$ cat src/rtl/jk_count_ctrl_if.sv
// Request/feedback bundle between a JK count controller, its requester and the JK flip-flop bank.
// The master side drives requests and the bank readback; the slave side is the controller.
interface jk_count_ctrl_if #(
  parameter int WIDTH = 4
);
  logic             en;
  logic             up;
  logic             load;
  logic [WIDTH-1:0] load_val;
  logic [WIDTH-1:0] q_fb;
  logic [WIDTH-1:0] j;
  logic [WIDTH-1:0] k;
  logic             busy;
  logic             wrap;
  logic             err;

  modport master (
    output en, up, load, load_val, q_fb,
    input  j, k, busy, wrap, err
  );

  modport slave (
    input  en, up, load, load_val, q_fb,
    output j, k, busy, wrap, err
  );
endinterface

$ cat src/rtl/jk_count_ctrl.sv
// Modulo-MODULUS up/down/load sequencer driving an external JK bank; one step = request edge + DRIVE + SETTLE,
// requests are dropped (not queued) while busy. Optional readback check via JK_READBACK_CHK_EN.
module jk_count_ctrl #(
  parameter int WIDTH   = 4,
  parameter int MODULUS = 10
) (
  input  logic           clk,
  input  logic           rst,
  jk_count_ctrl_if.slave bus
);
  typedef enum logic [2:0] {
    INIT   = 3'd0,
    CLEAR  = 3'd1,
    DRIVE  = 3'd2,
    SETTLE = 3'd3,
    IDLE   = 3'd4
  } state_t;

  localparam logic [WIDTH:0]   MOD_W = (WIDTH+1)'(MODULUS);
  localparam logic [WIDTH-1:0] MAX_V = WIDTH'(MODULUS - 1);

  state_t           state;
  state_t           state_nxt;
  logic [WIDTH-1:0] next_val;
  logic             step_wrap;
  logic [WIDTH-1:0] j_nxt;
  logic [WIDTH-1:0] k_nxt;
  logic [WIDTH-1:0] j_q;
  logic [WIDTH-1:0] k_q;
  logic             wrap_pend;
  logic             wrap_q;

  // Target value derived from the bank readback, not from a shadow counter.
  always_comb begin
    next_val  = bus.q_fb;
    step_wrap = 1'b0;
    if (bus.load) begin
      next_val = ({1'b0, bus.load_val} >= MOD_W) ? MAX_V : bus.load_val;
    end else if (bus.up) begin
      step_wrap = (bus.q_fb == MAX_V);
      next_val  = step_wrap ? '0 : bus.q_fb + WIDTH'(1);
    end else begin
      step_wrap = (bus.q_fb == '0);
      next_val  = step_wrap ? MAX_V : bus.q_fb - WIDTH'(1);
    end
  end

  always_ff @(posedge clk or negedge rst) begin
    if (!rst) begin
      state <= INIT;
    end else begin
      state <= state_nxt;
    end
  end

  always_comb begin
    state_nxt = state;
    case (state)
      INIT:    state_nxt = CLEAR;
      CLEAR:   state_nxt = SETTLE;
      DRIVE:   state_nxt = SETTLE;
      SETTLE:  state_nxt = IDLE;
      IDLE:    if (bus.load || bus.en) state_nxt = DRIVE;
      default: state_nxt = INIT;
    endcase
  end

  // Excitation is decoded from the state being entered so j/k are registered alongside it.
  always_comb begin
    j_nxt = '0;
    k_nxt = '0;
    case (state_nxt)
      CLEAR: k_nxt = '1;
      DRIVE: begin
        j_nxt = next_val & ~bus.q_fb;
        k_nxt = ~next_val & bus.q_fb;
      end
      default: ;
    endcase
  end

  always_ff @(posedge clk or negedge rst) begin
    if (!rst) begin
      j_q       <= '0;
      k_q       <= '0;
      wrap_pend <= 1'b0;
      wrap_q    <= 1'b0;
    end else begin
      j_q    <= j_nxt;
      k_q    <= k_nxt;
      if (state == IDLE) begin
        wrap_pend <= !bus.load && bus.en && step_wrap;
      end
      wrap_q <= (state == DRIVE) && wrap_pend;
    end
  end

  assign bus.j    = j_q;
  assign bus.k    = k_q;
  assign bus.busy = (state != IDLE);
  assign bus.wrap = wrap_q;

`ifdef JK_READBACK_CHK_EN
  // The expected value only has an observer when the readback check exists.
  logic [WIDTH-1:0] exp_val;
  logic             err_q;

  always_ff @(posedge clk or negedge rst) begin
    if (!rst) begin
      exp_val <= '0;
      err_q   <= 1'b0;
    end else begin
      if (state == CLEAR) begin
        exp_val <= '0;
      end else if (state_nxt == DRIVE) begin
        exp_val <= next_val;
      end
      if ((state == SETTLE) && (bus.q_fb != exp_val)) begin
        err_q <= 1'b1;
      end
    end
  end

  assign bus.err = err_q;
`else
  assign bus.err = 1'b0;
`endif

endmodule

$ cat src/flat_wrapper.sv
// flat-port wrapper written by rule: the top's interface ports become plain ports
module jk_count_ctrl_flat 
#(
  parameter int WIDTH   = 4,
  parameter int MODULUS = 10
)
  (clk, rst, bus_en, bus_up, bus_load, bus_load_val, bus_q_fb, bus_j, bus_k, bus_busy, bus_wrap, bus_err);
  jk_count_ctrl_if #(.WIDTH(WIDTH)) bus_i ();
  input  logic clk;
  input  logic rst;
  input wire logic [$bits(bus_i.en)-1:0] bus_en;
  input wire logic [$bits(bus_i.up)-1:0] bus_up;
  input wire logic [$bits(bus_i.load)-1:0] bus_load;
  input wire logic [$bits(bus_i.load_val)-1:0] bus_load_val;
  input wire logic [$bits(bus_i.q_fb)-1:0] bus_q_fb;
  output wire logic [$bits(bus_i.j)-1:0] bus_j;
  output wire logic [$bits(bus_i.k)-1:0] bus_k;
  output wire logic [$bits(bus_i.busy)-1:0] bus_busy;
  output wire logic [$bits(bus_i.wrap)-1:0] bus_wrap;
  output wire logic [$bits(bus_i.err)-1:0] bus_err;
  assign bus_i.en = bus_en;
  assign bus_i.up = bus_up;
  assign bus_i.load = bus_load;
  assign bus_i.load_val = bus_load_val;
  assign bus_i.q_fb = bus_q_fb;
  assign bus_j = bus_i.j;
  assign bus_k = bus_i.k;
  assign bus_busy = bus_i.busy;
  assign bus_wrap = bus_i.wrap;
  assign bus_err = bus_i.err;
  jk_count_ctrl #(.WIDTH(WIDTH), .MODULUS(MODULUS)) u_core (.clk(clk), .rst(rst), .bus(bus_i));
endmodule
$ cat config.mk
export PLATFORM = sky130hd
export DESIGN_NAME = jk_count_ctrl_flat
export DESIGN_NICKNAME = d
export VERILOG_FILES = /design/src/rtl/jk_count_ctrl_if.sv /design/src/rtl/jk_count_ctrl.sv /design/src/flat_wrapper.sv
export SDC_FILE = /design/constraint.sdc
export NUM_CORES = 1
export LEC_CHECK = 0
export ABC_CLOCK_PERIOD_IN_PS = 1850
export BUFFER_PORTS_ARGS = -buffer_cell sky130_fd_sc_hd__buf_2
export CELL_PAD_IN_SITES_DETAIL_PLACEMENT = 1
export CELL_PAD_IN_SITES_GLOBAL_PLACEMENT = 1
export CORE_MARGIN = 8
export CORE_UTILIZATION = 35
export DETAILED_ROUTE_END_ITERATION = 8
export HOLD_SLACK_MARGIN = 0.1
export PLACE_DENSITY = 0.85
export SLEW_MARGIN = 40
export SYNTH_ARGS = -nofsm -noshare
export SYNTH_HDL_FRONTEND = slang
export SYNTH_SLANG_ARGS = --single-unit
$ cat constraint.sdc
create_clock -name clk -period 1.85 [get_ports clk]
set_input_delay 0.185 -clock clk [delete_from_list [all_inputs] [get_ports clk]]
set_output_delay 0.185 -clock clk [all_outputs]
set_load 0.1 [all_outputs]
# After elaboration in Yosys (flattened, before gate mapping)

Index checks and enable logic that the tools add are counted.

Register bits after elaboration: 13
Bits of input ports: 13
Logic and storage cells: 39

$add $sub $neg: 2
Order comparisons: 1
Equal/unequal tests: 8
Multiplexer cells: 11
Bitwise logic cells: 4
Reductions and logical operators: 8

Operator list:

| kind                                                               | number |
|---|---|
| 4-bit two-way mux                                                  | 6 |
| 3-bit one-hot mux with 4 select lines                              | 1 |
| 3-bit by 2-bit == test with 1-bit output, second input constant    | 3 |
| 4-bit bitwise AND                                                  | 2 |
| 4-bit NOT                                                          | 2 |
| 4-bit one-hot mux with 2 select lines                              | 1 |
| 3-bit by 1-bit == test with 1-bit output, second input constant    | 2 |
| 4-bit by 1-bit adder with 4-bit output, second input constant      | 1 |
| 4-bit == test, second input constant                               | 1 |
| 4-bit >= comparator, second input constant                         | 1 |
| 4-bit logical NOT                                                  | 1 |
| 4-bit by 1-bit subtractor with 4-bit output, second input constant | 1 |
| 3-bit == test, second input constant                               | 1 |
| 1-bit logical AND                                                  | 3 |
| 3-bit logical NOT                                                  | 1 |
| 3-bit two-way mux                                                  | 1 |
| 3-bit != test, second input constant                               | 1 |
| 1-bit two-way mux                                                  | 2 |
| 2-bit OR reduction                                                 | 1 |
| 1-bit logical NOT                                                  | 1 |
| 1-bit logical OR                                                   | 1 |

# Depth between registers and ports, before layout

Gate-level depths: netlist (run 1).

Word-level depth: 7
Depth in mapped cells: 5

# Worst setup path before layout (run 1)

Ideal clock, no wire load.

Path kind: register -> register
Start: reg u_core.state[0]
End: reg u_core.j_q[3] (netlist: u_core.bus.j[3])
Setup time: 0.096 ns
Arrival time: 1.631 ns
Slack: 0.123 ns
Cell stages (with the launch flop): 5
Path buffers: 1
Clock period less this slack: 1.727 ns
Cells stage by stage: dfrtp_1 -> or3b_1 -> buf_2 -> or2_4 -> nor4_2

Longest elaborated chain between the ends: 5

RTL lines:

| what                                                                                                        | RTL line            | source |
|---|---|---|
| start: declaration                                                                                          | jk_count_ctrl.sv:22 | `state_t state;` |
| start signal: assignment                                                                                    | jk_count_ctrl.sv:52 | `state <= state_nxt;` |
| 3-bit by 1-bit == test with 1-bit output / 3-bit by 2-bit == test with 1-bit output (equally long branches) | jk_count_ctrl.sv:58 | `case (state)` |
| 2-bit OR reduction (no line)                                                                                | -                   |  |
| 3-bit one-hot mux with 4 select lines (*)                                                                   | jk_count_ctrl.sv:58 |  |
| 3-bit by 2-bit == test with 1-bit output (*)                                                                | jk_count_ctrl.sv:72 | `case (state_nxt)` |
| 4-bit two-way mux (*)                                                                                       | jk_count_ctrl.sv:72 |  |
| via u_core.j_nxt[3]                                                                                         | jk_count_ctrl.sv:26 | `logic [WIDTH-1:0] j_nxt;` |
| end signal: assignment                                                                                      | jk_count_ctrl.sv:89 | `j_q <= j_nxt;` |
| end: declaration                                                                                            | jk_count_ctrl.sv:28 | `logic [WIDTH-1:0] j_q;` |

Mark *: on every way through the listed nets, which the timed path passes. The rest lies on a longest branch.
A chain may end at the register's enable or synchronous reset.

# Worst setup path after layout (run 1)

Start: reg u_core.state[0]
End: out bus_busy

Longest elaborated chain between the ends: 1

RTL lines:

| what             | RTL line             | source |
|---|---|---|
| 3-bit != test    | jk_count_ctrl.sv:100 | `assign bus.busy = (state != IDLE);` |
| end: declaration | flat_wrapper.sv:18   | `output wire logic [$bits(bus_i.busy)-1:0] bus_busy;` |

Every way passes these cells.

==> results of run 1 <==
## final timing paths
check                                 start                to  slack [ps]  cells past startpoint
max in group asynchronous               rst   u_core.bus.j[1]        1310                      2
hold reg to reg            u_core.wrap_pend  u_core.wrap_pend         510                      2
min in group asynchronous               rst   u_core.bus.k[3]         320                      2
setup / recovery            u_core.state[0]          bus_busy         110                      2
hold / removal                       bus_en   u_core.state[2]         150                      2
setup reg to reg            u_core.state[0]   u_core.bus.j[3]         260                      3
## where the power goes
part | total (mW) | switching [mW] | internal (mW)
clock | 0.171 | 0.0912 | 0.0800
sequential | 0.424 | 0.0612 | 0.363
combinational | 0.658 | 0.523 | 0.135
total | 1.25 | 0.676 | 0.577
## cell usage after synthesis (2+ instances only)
library cell and instances:
dfrtp_1 13, o21ai_0 9, nand2_1 7, nor3_1 5, clkbuf_1 4, nor2_1 4
a21oi_1 3, buf_2 2, inv_1 2, nand2b_1 2, nor2b_1 2, o32ai_1 2
xnor2_1 2
## registers in the layout, indices dropped and copies added, names as in the netlist
| register | cells |
|---|---|
| u_core.state | 3 |
| u_core.bus.wrap | 1 |
| u_core.bus.k | 4 |
| u_core.bus.j | 4 |
| u_core.wrap_pend | 1 |
## final cells by class
cell class                      instances  area, um2
Clock buffer                            3      22.52
Multi-Input combinational cell         58      367.9
Sequential cell                        13      325.3
Timing Repair Buffer                   23      120.1
Tap cell                               27      33.78
Clock inverter                          1      5.005
Fill cell                             258       1080
Inverter                                2      7.507
## cell families (layout without fill, tap and decap cells)
kind of cell	Yosys count	after routing	synth area share (%)
simple gates	30	30	23.89
flops	13	13	44.37
other cells	1	1	0.5115
compound gates	25	25	23.38
xor+xnor	2	2	2.390
buf+inv	9	29	5.461
## metrics by stage
step | hold WS (ps) | util, % | instances | worst slack [ps]
2_1_floorplan | -110.6 | - | 80 | 123.2
3_3_place_gp | 75.91 | 43.05 | 122 | 363.6
3_5_place_dp | 83.88 | 43.05 | 122 | 288.7
4_1_cts | 150.7 | 44.96 | 127 | 110.6
5_1_grt | 148.0 | 44.96 | 127 | 49.06
6_report | 153.2 | 44.96 | 127 | 108.5
## worst max-delay path, stage by stage, from the launching register on
cell	delay (ps)
dfrtp_1	450
or3b_1	490
buf_2	330
## what timing repair did
action | in CTS | in global routing
hold endpoints to repair | 13 | 0
hold buffers | 1 | 0
endpoints found under the setup margin | 0 | 0
## metal layers
layer  GRT usage (%)  vias up
li1                -      331
met1           13.77      333
met2           17.13       20
met3           2.058        0
met4           6.818        0
met5               0        -
==> flow_metrics.py, run 1 <==
metrics = {
    "route": {
        "drt_iter0_drc": 6,
        "highest_layer": "met3",
        "drt-met1-wl_um": 874,
        "via_per_inst": 5.386,
        "wl_met3_um": 104,
        "wl_met2_um": 912,
        "drc_errors": 0,
        "drt-pass1-iter-count": 4,
        "drtAntennaViolNets": 0,
        "wl_per_cell_um": 14.90,
        "finalWirelength_um": 1892,
        "vias": 684,
    },
    "logic_synthesis": {
        "avgSynthCellArea_um2": 9.165,
        "synthTopCellsByArea": "dfrtp_1 44%, o21ai_0 6.1%, nand2_1 3.6%",
        "synth-seq-cells": 13,
        "yosysTopAreaCell": "dfrtp_1",
        "async_flop_share_pct": 100.0,
        "synth_top_area_share_pct": 44.37,
        "synth_fp_nets": 93,
        "synthFlopType": "dfrtp_1",
        "yosys_warnings": 0,
        "synthCells": 80,
        "synth_edf_count": 0,
        "ys_types": 36,
        "seq_area_frac_synth_pct": 44.37,
        "netlist_area_um2": 733.2,
    },
    "die": {
        "fp.dieH_um": 61.77,
        "core_um2": 1962,
        "die_area_um2": 3816,
        "initial_core_util_pct": 37.37,
        "io_pins": 24,
        "row_count": 16,
        "dieWidth_um": 61.77,
    },
    "cells_and_area": {
        "area_delta_synth_final_pct": 20.31,
        "nNetsFinal": 114,
        "final_common_cell": "buf_2",
        "layout-drive-gt1-share_pct": 32.00,
        "layout_common_cells": "22 x buf_2, 13 x dfrtp_1, 9 x o21ai_0",
        "antennaDiodeCount": 0,
        "finish.instance_area_um2": 882.1,
    },
    "timing": {
        "rsz0062_at_grt": "false",
        "fmax_ghz": 0.5742,
        "skew_ps": 4.668,
        "hold_viol": 0,
        "setup_viol": 0,
        "setup_tns_ps": 0,
        "fin_crit_ps": 1741,
        "final_max_slew_viol_count": 0,
        "fin_crit_sh_pct": 94.13,
    },
    "power_and_ir_drop": {
        "power.density_nw_per_um2": 1421,
        "ir_worst_vdd_mv": 0.7662,
        "power_mw": 1.253,
        "leakage_nw": 0.4154,
    },
    "job": {
        "maxCapViolations": 0,
    },
    "clock_network": {
        "cts-root-buf": "clkbuf_4",
        "cts_inserted_buffers": 3,
        "worstSkewPairLatency_ps": 270,
        "cts_buffer_depth": 2,
        "cts_setup_buffers": 0,
        "h-tree-depth": 1,
        "cts.clk_slew.worst_paths_ps": 80,
        "cts_tree": "done",
        "cts_sinks": 13,
        "postCtsResizedCells": 0,
    },
    "placed_design": {
        "port_buffers": 22,
        "dp_hpwl_um": 1452,
        "routabilityCongestion": 0.8088,
        "place_area_um2": 844.6,
    },
    "critical_path": {
        "end_kind": "output port",
        "cp.arrival_ps": 1560,
        "cp-start-kind": "flop",
        "crit_type": "flop to output port",
        "cp_max_fo": 7,
        "required_ps": 1660,
    },
    "grt": {
        "grt_overflow": 0,
        "grt_max_degree": 16,
        "grt_pass1_wl_um": 3160,
        "grt_usage_pct": 11.05,
        "antenna_found_initial": 0,
        "grt_pass1_vias": 697,
    },
    "hold_path": {
        "hp-class": "primary input to flop",
    },
    "outcome": {
        "status": "complete, no violations",
    },
}
Power figures use the tool's default switching activity.
==> inputs of run 2 (changes only) <==
- CORE_UTILIZATION: 35 -> 37
- CTS_BUF_LIST: default -> sky130_fd_sc_hd__clkbuf_4 sky130_fd_sc_hd__clkbuf_8
- PLACE_DENSITY: 0.85 -> 0.88
- REMOVE_ABC_BUFFERS: default -> 1
==> run 2 against run 1 <==
Combinational power rose by 3%. Design area did not move. Cell count unchanged. Non-clock buffer count unchanged. Core utilization up 0.94 points. Via count rose by 8.2%. Register-to-register slack lost 40 ps. Global-route usage up 2.1 points. Critical path type unchanged.
==> flow_metrics.py, run 2 (same netlist as run 1, synthesis figures left out) <==
metrics = {
    "outcome": {
        "status": "complete, no violations",
    },
    "timing": {
        "hold_ws_ps": 133.2,
        "fmax_ghz": 0.5680,
        "final_max_slew_viol_count": 0,
        "fin_crit_ps": 1761,
        "rsz0062_at_grt": "false",
        "fin_crit_sh_pct": 95.17,
        "setup_viol": 0,
        "skew_ps": 9.447,
        "hold_viol": 0,
    },
    "route": {
        "vias": 740,
        "via_per_inst": 5.827,
        "drt_iter0_drc": 22,
        "drtAntennaViolNets": 0,
        "finalWirelength_um": 2250,
        "drt-pass1-iter-count": 4,
        "drc_errors": 0,
        "wl_per_cell_um": 17.72,
    },
    "cells_and_area": {
        "fillerInstances": 238,
        "finish.instance_area_um2": 882.1,
        "seq_area_um2": 325.3,
        "multiInputGateArea_um2": 367.9,
        "nNetsFinal": 114,
        "layout_common_cells": "22 x buf_2, 13 x dfrtp_1, 9 x o21ai_0",
        "final_common_cell": "buf_2",
        "area_delta_synth_final_pct": 20.31,
        "layout-drive-gt1-share_pct": 32.00,
        "antennaDiodeCount": 0,
    },
    "clock_network": {
        "cts-root-buf": "clkbuf_4",
        "worstSkewPairLatency_ps": 280,
        "h-tree-depth": 1,
        "cts_sinks": 13,
        "cts.clk_slew.worst_paths_ps": 90,
        "cts_setup_buffers": 0,
        "cts_inserted_buffers": 3,
        "holdBufCountCts": 1,
        "postCtsResizedCells": 0,
        "cts_buffer_depth": 2,
        "cts_tree": "done",
    },
    "grt": {
        "grt_usage_pct": 13.17,
        "grt_max_degree": 16,
        "antenna_found_initial": 0,
        "grt_pass1_vias": 771,
        "grt_overflow": 0,
        "grt_pass1_wl_um": 3594,
    },
    "critical_path": {
        "crit_type": "flop to output port",
        "cp_max_fo": 7,
        "end_kind": "output port",
        "cp-start-kind": "flop",
        "required_ps": 1660,
        "cp.arrival_ps": 1580,
    },
    "placed_design": {
        "place_area_um2": 844.6,
        "routabilityCongestion": 0.8951,
        "dp_hpwl_um": 1688,
        "port_buffers": 22,
    },
    "hold_path": {
        "hp-class": "primary input to flop",
    },
    "die": {
        "core_um2": 1922,
        "dieWidth_um": 60.52,
        "die_area_um2": 3662,
        "io_pins": 24,
        "fp.dieH_um": 60.52,
        "row_count": 16,
        "initial_core_util_pct": 38.15,
    },
    "job": {
        "maxCapViolations": 0,
    },
    "power_and_ir_drop": {
        "leakage_nw": 0.4154,
        "power.density_nw_per_um2": 1461,
        "ir_worst_vdd_mv": 0.6940,
    },
}
-- run 2: per-stage QoR --
stage	setup slack, ps	power [mW]	TNS, ps	instances	utilization [%]
2_1_floorplan	-137.2	0.9487	-420.9	73	-
3_3_place_gp	364.7	1.080	0	122	43.95
3_5_place_dp	254.2	1.099	0	122	43.95
4_1_cts	90.68	1.288	0	127	45.90
5_1_grt	46.90	1.350	0	127	45.90
6_report	89.33	1.289	0	127	45.90
-- run 2: worst paths after layout --
path                                    end             start  slack, ps  cells after the start
setup / recovery                   bus_busy   u_core.state[0]         90                      2
hold / removal              u_core.state[2]            bus_en        130                      2
setup reg to reg            u_core.bus.j[3]   u_core.state[0]        220                      3
hold reg to reg            u_core.wrap_pend  u_core.wrap_pend        510                      2
max in group asynchronous   u_core.bus.k[2]               rst       1310                      2
min in group asynchronous   u_core.bus.wrap               rst        310                      2
-- run 2: metal layers --
layer / share of wire (%) / vias to the layer above / global-route usage, % / routed length (um)
met2: 51 / 36 / 22.10 / 1137
li1: - / 334 / - / -
met4: 3.4 / 0 / 10.63 / 76
met5: 0 / - / 0 / 0
met1: 38 / 363 / 13.85 / 860
met3: 7.8 / 7 / 2.966 / 176
-- run 2: area by class of cell --
class	instances	area share, %
clock buffers	3	2.553
clock inverters	1	0.5674
inverters	2	0.8511
multi-input cells	58	41.70
flip-flops and latches	13	36.88
well taps	27	3.830
repair buffers	23	13.62
-- run 2: worst max-delay path, cell delays in order (launching register included) --
cell,delay [ps]
dfrtp_1,470
or3b_1,480
buf_2,330
-- run 2: report_power, final --
group	internal, mW	switching, mW
Combinational	0.135	0.540
Clock	0.0804	0.0975
Sequential	0.363	0.0736
==> inputs of run 3 (changes only) <==
- CORE_MARGIN: 8 -> default
- HOLD_SLACK_MARGIN: 0.1 -> default
- REMOVE_ABC_BUFFERS: 1 -> default
==> run 3 against run 2 <==
Wire length down 16%. Design area stayed put. Via count down 3.4%. First-iteration DRC count fell by 14%. Cell count is 1.6% lower. Critical endpoint unchanged.
==> flow_metrics.py, run 3 (same netlist as run 1, synthesis figures left out) <==
metrics = {
    "clock_network": {
        "cts_setup_buffers": 0,
        "cts_inserted_buffers": 3,
        "cts_tree": "done",
        "cts_sinks": 13,
        "postCtsResizedCells": 0,
        "cts.clk_slew.worst_paths_ps": 80,
        "holdBufCountCts": 1,
        "h-tree-depth": 1,
        "worstSkewPairLatency_ps": 270,
        "cts_buffer_depth": 2,
        "cts-root-buf": "clkbuf_4",
    },
    "route": {
        "highest_layer": "met4",
        "wl_met2_um": 919,
        "via_per_inst": 5.720,
        "vias": 715,
        "drt_iter0_drc": 19,
        "finalWirelength_um": 1882,
        "drt-met1-wl_um": 837,
        "drt-pass1-iter-count": 8,
        "wl_met3_um": 71,
        "drc_errors": 0,
        "wl_per_cell_um": 15.06,
        "drtAntennaViolNets": 0,
    },
    "grt": {
        "grt_pass1_vias": 679,
        "grt_usage_pct": 20.55,
        "grt_max_degree": 16,
        "antenna_found_initial": 0,
        "grt_pass1_wl_um": 3111,
        "grt_overflow": 0,
    },
    "critical_path": {
        "r2r_cells": 3,
        "critPathCapture": "bus_busy",
        "reg2reg_from": "u_core.state[0]",
        "worstReg2RegEnd": "u_core.bus.j[3]",
        "cp-start-kind": "flop",
        "r2r_setup_slack_ps": 280,
        "required_ps": 1660,
        "cp.arrival_ps": 1550,
        "crit_type": "flop to output port",
        "end_kind": "output port",
        "cp_max_fo": 7,
        "crit_start": "u_core.state[0]",
    },
    "timing": {
        "fin_crit_sh_pct": 93.67,
        "fmax_ghz": 0.5771,
        "setup_slack_ps": 117.2,
        "fin_crit_ps": 1733,
        "final_max_slew_viol_count": 0,
        "rsz0062_at_grt": "false",
        "setup_viol": 0,
        "setup_tns_ps": 0,
        "skew_ps": 2.306,
        "hold_viol": 0,
    },
    "placed_design": {
        "port_buffers": 22,
        "place_inst": 120,
        "place_ws_ps": 305.7,
        "routabilityCongestion": 0.7462,
        "dp_hpwl_um": 1446,
    },
    "die": {
        "fp.dieH_um": 46.52,
        "initial_core_util_pct": 41.12,
        "die_area_um2": 2164,
        "io_pins": 24,
        "core_um2": 1783,
        "row_count": 15,
        "dieWidth_um": 46.52,
    },
    "power_and_ir_drop": {
        "ir_worst_vdd_mv": 0.8596,
        "power.density_nw_per_um2": 1442,
        "leakage_nw": 0.4161,
    },
    "cells_and_area": {
        "layout_common_cells": "22 x buf_2, 13 x dfrtp_1, 9 x o21ai_0",
        "final_common_cell": "buf_2",
        "antennaDiodeCount": 0,
        "nNetsFinal": 114,
        "area_delta_synth_final_pct": 20.31,
        "instances_no_fill": 125,
        "layout-drive-gt1-share_pct": 32.00,
    },
    "hold_path": {
        "hp-start": "bus_en",
        "hp-class": "primary input to flop",
    },
    "job": {
        "maxCapViolations": 0,
    },
    "outcome": {
        "status": "complete, no violations",
    },
}
==> run 3: cell count changes in the layout (fill, tap and decap cells not counted), sizes merged <==
cell,delta
clkbuf,+1
clkinv,-1
==> run 3: how the worst min path moves through the flow <==
stage	endpoint	slack [ps]	cells past startpoint
2_1_floorplan	u_core.bus.j[0]	-110	0
3_3_place_gp	u_core.bus.wrap	80	1
3_5_place_dp	u_core.bus.wrap	80	1
4_1_cts	u_core.state[2]	150	2
5_1_grt	u_core.state[2]	140	2
6_report	u_core.state[2]	150	2
==> run 3: per-layer routing <==
layer | vias up | GRT usage, %
met5 | - | 0
met4 | 0 | 11.76
met3 | 6 | 1.961
met2 | 28 | 32.78
met1 | 346 | 26.60
li1 | 335 | -
==> run 3: final cells by class <==
cell class	instances	area, um2
fill	224	900.9
multi-input combinational	58	367.9
sequential	13	325.3
timing repair buffer	23	120.1
tap	25	31.28
clock buffer	4	30.03
inverter	2	7.507
==> run 3: per-stage QoR <==
stage,cell area (um2),util (%),total power [mW],hold slack [ps]
global placement,842.1,47.23,1.070,75.65
detailed placement,842.1,47.23,1.090,81.83
global route,882.1,49.47,1.335,143.4
CTS,882.1,49.47,1.273,152.5
floorplan,733.2,-,0.9652,-110.6
finish,882.1,49.47,1.272,150.5
==> run 3: worst max-delay path: stages, from the launching register on <==
cell and delay [ps]:
dfrtp_1 450, or3b_1 490, buf_2 340
==> run 3: power by group <==
part	leakage, nW	internal (mW)	switching [mW]
clock	0.0184	0.0980	0.0848
combinational	0.225	0.135	0.527
sequential	0.173	0.363	0.0644
